File: src/rtl/hit_event_arbiter.sv
// hit_event_arbiter: turns rising edges of debounced button levels into
// one-shot hit requests and serialises them round-robin onto a
// valid/ready event channel.
//
// Ports:
//   clk, rst_n  clock, asynchronous active-low reset
//   btn_level   debounced button levels, bit i = button i
//   enable      game active; gates capture and new grants
//   hit_valid   registered: event present on hit_id
//   hit_id      registered: index of the pressed button
//   hit_ready   consumer accepts the presented event this cycle
//   pending     captured presses not yet granted
//   overrun     one-cycle pulse: a press merged into a pending one
module hit_event_arbiter #(
    parameter int N_BTN = 4,
    parameter int ID_W  = 2
) (
    input  logic             clk,
    input  logic             rst_n,
    input  logic [N_BTN-1:0] btn_level,
    input  logic             enable,
    output logic             hit_valid,
    output logic [ID_W-1:0]  hit_id,
    input  logic             hit_ready,
    output logic [N_BTN-1:0] pending,
    output logic             overrun
);

    typedef enum logic {
        IDLE,
        PRESENT
    } state_e;

    state_e state_q, state_d;

    logic [N_BTN-1:0]   btn_prev_q;
    logic [N_BTN-1:0]   pending_q, pending_d;
    logic [N_BTN-1:0]   rise;
    logic [N_BTN-1:0]   rot;
    logic [2*N_BTN-1:0] dbl;
    logic [N_BTN-1:0]   grant_mask;
    logic [N_BTN-1:0]   clr_mask;
    logic [ID_W-1:0]    rr_ptr_q, rr_ptr_d;
    logic [ID_W-1:0]    hit_id_q, hit_id_d;
    logic [ID_W-1:0]    grant_id;
    logic               grant_any;
    logic               load;
    logic               overrun_q, overrun_d;

    assign rise = btn_level & ~btn_prev_q;

    // Rotate pending so bit 0 is the rr_ptr position, then take the
    // lowest set bit; its offset from rr_ptr is the grant.
    always_comb begin
        int sum;
        dbl        = {pending_q, pending_q} >> rr_ptr_q;
        rot        = dbl[N_BTN-1:0];
        grant_any  = 1'b0;
        grant_id   = '0;
        grant_mask = '0;
        sum        = 0;
        for (int j = N_BTN - 1; j >= 0; j--) begin
            if (rot[j]) begin
                grant_any = 1'b1;
                sum = int'(rr_ptr_q) + j;
                if (sum >= N_BTN) begin
                    sum = sum - N_BTN;
                end
                grant_id = ID_W'(sum);
            end
        end
        for (int i = 0; i < N_BTN; i++) begin
            grant_mask[i] = grant_any && (int'(grant_id) == i);
        end
    end

    // State register
    always_ff @(posedge clk or negedge rst_n) begin
        if (!rst_n) begin
            state_q <= IDLE;
        end else begin
            state_q <= state_d;
        end
    end

    // Next-state logic
    always_comb begin
        state_d = state_q;
        unique case (state_q)
            IDLE: begin
                if (enable && grant_any) begin
                    state_d = PRESENT;
                end
            end
            PRESENT: begin
                if (hit_ready && !(enable && grant_any)) begin
                    state_d = IDLE;
                end
            end
        endcase
    end

    // Output / load logic
    always_comb begin
        load     = enable && grant_any &&
                   ((state_q == IDLE) || hit_ready);
        hit_id_d = load ? grant_id : hit_id_q;
        clr_mask = load ? grant_mask : '0;
        rr_ptr_d = rr_ptr_q;
        if (load) begin
            rr_ptr_d = (int'(grant_id) == N_BTN - 1) ?
                       '0 : grant_id + 1'b1;
        end
    end

    // A rise on the bit being granted this cycle re-arms it (set wins),
    // so only bits that stay pending count as a merge.
    always_comb begin
        if (enable) begin
            pending_d = (pending_q & ~clr_mask) | rise;
            overrun_d = |(rise & pending_q & ~clr_mask);
        end else begin
            pending_d = '0;
            overrun_d = 1'b0;
        end
    end

    always_ff @(posedge clk or negedge rst_n) begin
        if (!rst_n) begin
            btn_prev_q <= '0;
            pending_q  <= '0;
            rr_ptr_q   <= '0;
            hit_id_q   <= '0;
            overrun_q  <= 1'b0;
        end else begin
            btn_prev_q <= btn_level;
            pending_q  <= pending_d;
            rr_ptr_q   <= rr_ptr_d;
            hit_id_q   <= hit_id_d;
            overrun_q  <= overrun_d;
        end
    end

    assign hit_valid = (state_q == PRESENT);
    assign hit_id    = hit_id_q;
    assign pending   = pending_q;
    assign overrun   = overrun_q;

endmodule

File: config.mk
export PLATFORM = sky130hd
export DESIGN_NAME = hit_event_arbiter
export DESIGN_NICKNAME = d
export VERILOG_FILES = /design/src/rtl/hit_event_arbiter.sv
export SDC_FILE = /design/constraint.sdc
export NUM_CORES = 1
export LEC_CHECK = 0
export BUFFER_PORTS_ARGS = -buffer_cell sky130_fd_sc_hd__buf_4
export CORE_UTILIZATION = 50
export CTS_CLUSTER_DIAMETER = 60
export DETAILED_ROUTE_END_ITERATION = 10
export PLACE_DENSITY = 0.75
export SYNTH_ARGS = -nofsm -noshare
export SYNTH_HDL_FRONTEND = slang
export SYNTH_SLANG_ARGS = --single-unit
export TNS_END_PERCENT = 30
File: constraint.sdc
create_clock -name clk -period 2 [get_ports clk]
set_input_delay 0.1 -clock clk [delete_from_list [all_inputs] [get_ports clk]]
set_output_delay 0.1 -clock clk [all_outputs]
set_load 0.005 [all_outputs]
Word level (Yosys, flattened, before mapping)
Cells that the tools add are included.
{"block": "classes", "add_sub_neg": 8, "magnitude_cmp": 4, "eq_ne": 3, "shift": 1, "mux": 19, "bitwise_logic": 8, "reduce_logical": 11}
{"cell": "$mux W2", "count": 9}
{"cell": "$and A4 B4 Y4", "count": 4}
{"cell": "$ge A3 B3 Y1 const B", "count": 3}
{"cell": "$mux W4", "count": 2}
{"cell": "$not A4 Y4", "count": 2}
{"cell": "$shr A8 B2 Y4", "count": 1}
{"cell": "$sub A2 B1 Y2 const B", "count": 4}
{"cell": "$logic_and A1 B1 Y1", "count": 7}
{"cell": "$mux W1", "count": 7}
{"cell": "$add A2 B2 Y3 const B", "count": 2}
{"cell": "$eq A2 B2 Y1 const B", "count": 2}
{"cell": "$or A4 B4 Y4", "count": 1}
{"cell": "$reduce_or A4 Y1", "count": 1}
{"cell": "$add A2 B1 Y3 const B", "count": 1}
{"cell": "$ge A2 B3 Y1 const B", "count": 1}
{"cell": "$add A2 B1 Y2 const B", "count": 1}
{"cell": "$eq A2 B1 Y1 const B", "count": 1}
{"cell": "$logic_not A2 Y1", "count": 1}
{"cell": "$pmux W1 S2", "count": 1}
{"cell": "$logic_not A1 Y1", "count": 1}
{"cell": "$logic_or A1 B1 Y1", "count": 1}
{"cell": "$not A1 Y1", "count": 1}
{"block": "totals", "regBits": 14, "out_inout_bits": 8, "word_cells": 60}

Logic depth before layout (Yosys ltp)
{"block": "logic_depth", "word_depth": 14, "depth_mapped": 8, "mapped_depth_nobuf": 8}

Worst setup path after synthesis
Ideal clock, no wire load.
{"block": "synth_path", "path_type": "register to register", "start": "register pending_q[1], in the netlist pending[1]", "end": "register overrun_q, in the netlist overrun", "t_arrival_ns": 1.658, "required_ns": 1.918, "path_slack_ns": 0.260, "stages_incl_launch_ff": 9, "n_path_buf": 0, "period_less_slack_ns": 1.740, "cell_sequence": "dfrtp_1 a21boi_0 o22ai_1 a31oi_2 inv_1 ha_1 a211oi_1 a31oi_1 a31oi_1"}
{"block": "synth_via", "elab_chain_cells": 12, "elab_cells_between_ends": 25, "classes_between": "3 x eq/ne; 1 x shift; 10 x mux; 3 x bitwise; 8 x reduce/logical"}
{"item": "from (decl)", "line": "37", "rtl": "logic [N_BTN-1:0] pending_q, pending_d;"}
{"item": "from (signal assigned)", "line": "137", "rtl": "pending_q <= pending_d;"}
{"item": "$shr A8 B2 Y4 *", "line": "56", "rtl": "dbl = {pending_q, pending_q} >> rr_ptr_q;"}
{"item": "$mux W2 (3 in a row)", "line": "63", "rtl": "if (rot[j]) begin"}
{"item": "$mux W2 *", "line": "63"}
{"item": "net grant_id[0]", "line": "45", "rtl": "logic [ID_W-1:0] grant_id;"}
{"item": "$eq A2 B2 Y1 (tied with other cells)", "line": "73", "rtl": "grant_mask[i] = grant_any && (int'(grant_id) == i);"}
{"item": "$logic_and A1 B1 Y1", "line": "73"}
{"item": "$mux W4 *", "line": "108", "rtl": "clr_mask = load ? grant_mask : '0;"}
{"item": "$not A4 Y4 *", "line": "121", "rtl": "overrun_d = |(rise & pending_q & ~clr_mask);"}
{"item": "$and A4 B4 Y4 *", "line": "121"}
{"item": "$reduce_or A4 Y1 *", "line": "121"}
{"item": "$mux W1 *", "line": "119", "rtl": "if (enable) begin"}
{"item": "net overrun_d", "line": "48", "rtl": "logic overrun_q, overrun_d;"}
{"item": "to (signal assigned)", "line": "140", "rtl": "overrun_q <= overrun_d;"}
{"item": "to (decl)", "line": "48"}
Mark *: on every way through the listed nets, which the timed path passes. The rest lies on a longest branch.
A chain may end at the register's enable or synchronous reset.

Final worst setup path
{"block": "layout_path", "start": "register rr_ptr_q[1]", "end": "register overrun_q, in the netlist overrun"}
{"block": "layout_via", "elab_chain_cells": 14, "elab_cells_between_ends": 39, "classes_between": "7 x add/sub; 4 x order compare; 3 x eq/ne; 1 x shift; 14 x mux; 2 x bitwise; 8 x reduce/logical"}
{"item": "from (decl)", "line": "43", "rtl": "logic [ID_W-1:0] rr_ptr_q, rr_ptr_d;"}
{"item": "from (signal assigned)", "line": "138", "rtl": "rr_ptr_q <= rr_ptr_d;"}
{"item": "$add A2 B2 Y3", "line": "65", "rtl": "sum = int'(rr_ptr_q) + j;"}
{"item": "$ge A3 B3 Y1", "line": "66", "rtl": "if (sum >= N_BTN) begin"}
{"item": "$mux W2", "line": "66"}
{"item": "$mux W2 (3 in a row)", "line": "63"}
{"item": "$mux W2 *", "line": "63"}
{"item": "net grant_id[0]", "line": "45"}
{"item": "$eq A2 B2 Y1 (tied with other cells)", "line": "73"}
{"item": "$logic_and A1 B1 Y1", "line": "73"}
{"item": "$mux W4 *", "line": "108"}
{"item": "$not A4 Y4 *", "line": "121"}
{"item": "$and A4 B4 Y4 *", "line": "121"}
{"item": "$reduce_or A4 Y1 *", "line": "121"}
{"item": "$mux W1 *", "line": "119"}
{"item": "net overrun_d", "line": "48"}
Marked as above.

==> flow_metrics.env <==
export IMPL_drt_first_iter_violations=5
export IMPL_ctsHtreeMaxLevel=1
export IMPL_wl_microns=1440
export IMPL_pre_cts_ws_ns=0.151
export IMPL_io_buffer_count=15
export IMPL_seq_area_frac_synth_pct=51.1
export IMPL_synth_cell_area_sq_um=686
export IMPL_finalCoreUtilization_pct=79.3
export IMPL_synth_seq_cells=14
export IMPL_crit_path_top_delay_cell="dfrtp_1"
export IMPL_global_route_wire_length_before_repair_microns=2220
export IMPL_drc=0
export IMPL_timing_worst_setup_path_type="reg -> reg"
export IMPL_die_width_microns=39.0
export IMPL_floorplan_core_area_sq_um=1190
export IMPL_r2r_cells=8
export IMPL_cts_path_max_buffers=2
export IMPL_slowest_stage_delay_on_critical_path_ns=0.43
export IMPL_time_the_final_worst_path_needs_with_i_o_delays_and_setup_ns=1.81
export IMPL_tritoncts_num_sinks=14
export IMPL_global_route_usage_total_pct=22.8
export IMPL_crit_buf_inv=1
export IMPL_synthesis_nets=76
export IMPL_finalSetupViolCount=0
export IMPL_grt_overflow_total=0
export IMPL_initial_core_util_pct=57.8
export IMPL_setup_reg_to_reg_worst_slack_ns=0.19
export IMPL_core_rowCount=12
export IMPL_final_instance_count_excl_fill=107
export IMPL_insertedDiodeCount=0
export IMPL_clock_latency_ns=0.28
export IMPL_clock_fmax_ghz=0.552
export IMPL_report_power_total_mw=0.781
export IMPL_place_congestion=0.839
export IMPL_path_delay_family="compound AO/OA/AOI/OAI gates"
export IMPL_final_common_cell="buf_4"
export IMPL_ys_warn_count=0
export IMPL_static_leakage_power_nw=0.450
export IMPL_slew_margin_rel_pct=81.1
export IMPL_end_kind="flop"
export IMPL_rsz_0062_raised_after_global_routing="no"
export IMPL_worst_clock_skew_ns=0.00224
export IMPL_tritoncts="yes"
export IMPL_fin_crit_sh_pct=90.6
export IMPL_setup_tns_ns=0
export IMPL_antenna_violations_before_repair=0
export IMPL_r2r_start="rr_ptr_q[1]"
export IMPL_fin_nets=106
export IMPL_drive_above_1_share_pct=30.1
export IMPL_die_height_microns=39.0
export IMPL_dp_hpwl_microns=1020
export IMPL_drt_first_pass_iters=4
export IMPL_ioPinCount=16
export IMPL_worst_path_max_fanout=6
export IMPL_critPathMostFrequentCell="a31oi_1"
export IMPL_cts_inserted_buffers=3
export IMPL_drtAntennaViolNets=0
export IMPL_synth_cell_types=21
export IMPL_mostFrequentLayoutCells="20 x buf_4, 13 x dfrtp_1, 7 x nand2_1, 6 x inv_1, 6 x a21oi_1"
export IMPL_crit_path_start_kind="flop"
export IMPL_placed_cells=97
export IMPL_timing_worst_slew_pin_value_ns=0.283
export IMPL_final_hold_worst_slack_ns=0.0665
export IMPL_per_cell_via_count_in_the_routed_design=5.19
export IMPL_crit_reg2reg_capture="overrun"
export IMPL_final_instance_area_sq_um=941
export IMPL_maxCapViolCount=0
export IMPL_vias=555
export IMPL_synth_cells=64
export IMPL_cts_root_buffer_cell="clkbuf_4"
export IMPL_timing_hold_worst_start="enable"
export IMPL_timing_hold_worst_class="in -> reg"
export IMPL_hold_path_depth=3
export IMPL_required_ns=2.21
export IMPL_final_hold_violation_count=0
export IMPL_synth_area_leaders="dfrtp_1 51%, ha_1 7.3%, a21oi_1 4.4%, o41ai_4 4.0%, nand2_1 3.8%"
export IMPL_synth_top_cell_area_share_pct=51.1
export IMPL_grt_start_max_net_pins=15
export IMPL_syn_to_final_growth_pct=37.2
export IMPL_die_area_sq_um=1520
export IMPL_status="finished, final reports clean"
export IMPL_wl_per_cell_microns=13.4
export IMPL_worst_slack_ns=0.187
export IMPL_p_per_area_nw_per_um2=830
export IMPL_mean_instance_size_in_the_synthesized_netlist_sq_um=10.7
export IMPL_place_area_sq_um=846
export IMPL_yosys_area_top_type="dfrtp_1"
export IMPL_hold_end="hit_valid"
export IMPL_vdd_ir_drop_worst_uv=728
export IMPL_clkTransAtPathRegs_ns=0.08
export IMPL_timing_final_max_slew_violations=0
export IMPL_crit_path_cell_trace="mux2i_1 -> o22ai_1 -> a31oi_2 -> inv_1 -> ha_1 -> a211oi_1 -> a31oi_1 -> a31oi_1"
export IMPL_arrival_time_at_the_worst_endpoint_ns=2.02
export IMPL_first_global_vias=502
-- layout make-up --
type | instances | area [sq um]
tap | 14 | 17.5
fill | 74 | 245
sequential | 14 | 352
clock buffer | 4 | 36.3
inverter | 6 | 22.5
multi-input combinational | 44 | 313
timing repair buffer | 25 | 200
-- routing by layer --
metal / track usage, % / routed length, microns
met5: 0 / 0
met4: 7.76 / 20
met3: 5.20 / 57
met2: 37.5 / 680
met1: 29.2 / 680
-- power by group --
group          switching, mW  internal, mW
Combinational         0.0971         0.113
Clock                 0.0950         0.111
Sequential            0.0396         0.326
Total                  0.232         0.549
-- worst max path at each step --
stage                           start  endpoint  cells past startpoint
final                     rr_ptr_q[1]   overrun                      8
after detailed placement  rr_ptr_q[1]   overrun                      8
after floorplan            pending[1]   overrun                      8
after global placement    rr_ptr_q[1]   overrun                      8
after CTS                 rr_ptr_q[1]   overrun                      8
after global routing       pending[2]   overrun                      8
-- synth_stat cells --
master	n
a31oi_1	2
mux2_1	2
nor2b_1	3
a21boi_0	2
nor2_1	4
a31oi_2	1
a21oi_1	6
o22ai_1	2
a211oi_1	1
nand4b_1	1
nand2_1	7
o41ai_4	1
nand2b_1	2
ha_1	4
dfrtp_1	14
nand3_1	1
nand3b_1	1
inv_1	6
mux2i_1	1
o21ai_0	2
nor2b_2	1
-- worst reg2reg max path: stages (launching register included) --
cell      delay (ns)
dfrtp_1         0.43
mux2i_1         0.20
o22ai_1         0.10
a31oi_2         0.23
inv_1           0.10
ha_1            0.22
a211oi_1        0.21
a31oi_1         0.07
a31oi_1         0.17
-- what timing repair did --
action,in CTS,in global routing
hold buffers,5,0
buffers inserted,0,1
endpoints found under the setup margin,0,1
hold endpoints to repair,18,0
resized for setup,0,1
-- flip-flops by register name (all words and copies together) (netlist names) --
signal	flops
overrun	1
hit_id	2
hit_valid	1
pending	4
rr_ptr_q	2
btn_prev_q	4
-- cells by family after synthesis --
kind of cell / after synthesis / synth area share (%)
DFF: 14 / 51.1
adders and majority gates: 4 / 7.30
AOI/OAI and AO/OA: 17 / 18.6
buffers and inverters: 6 / 3.28
and+or+nand+nor: 20 / 15.0
muxes: 3 / 4.74
(Power assumes the default switching activity.)
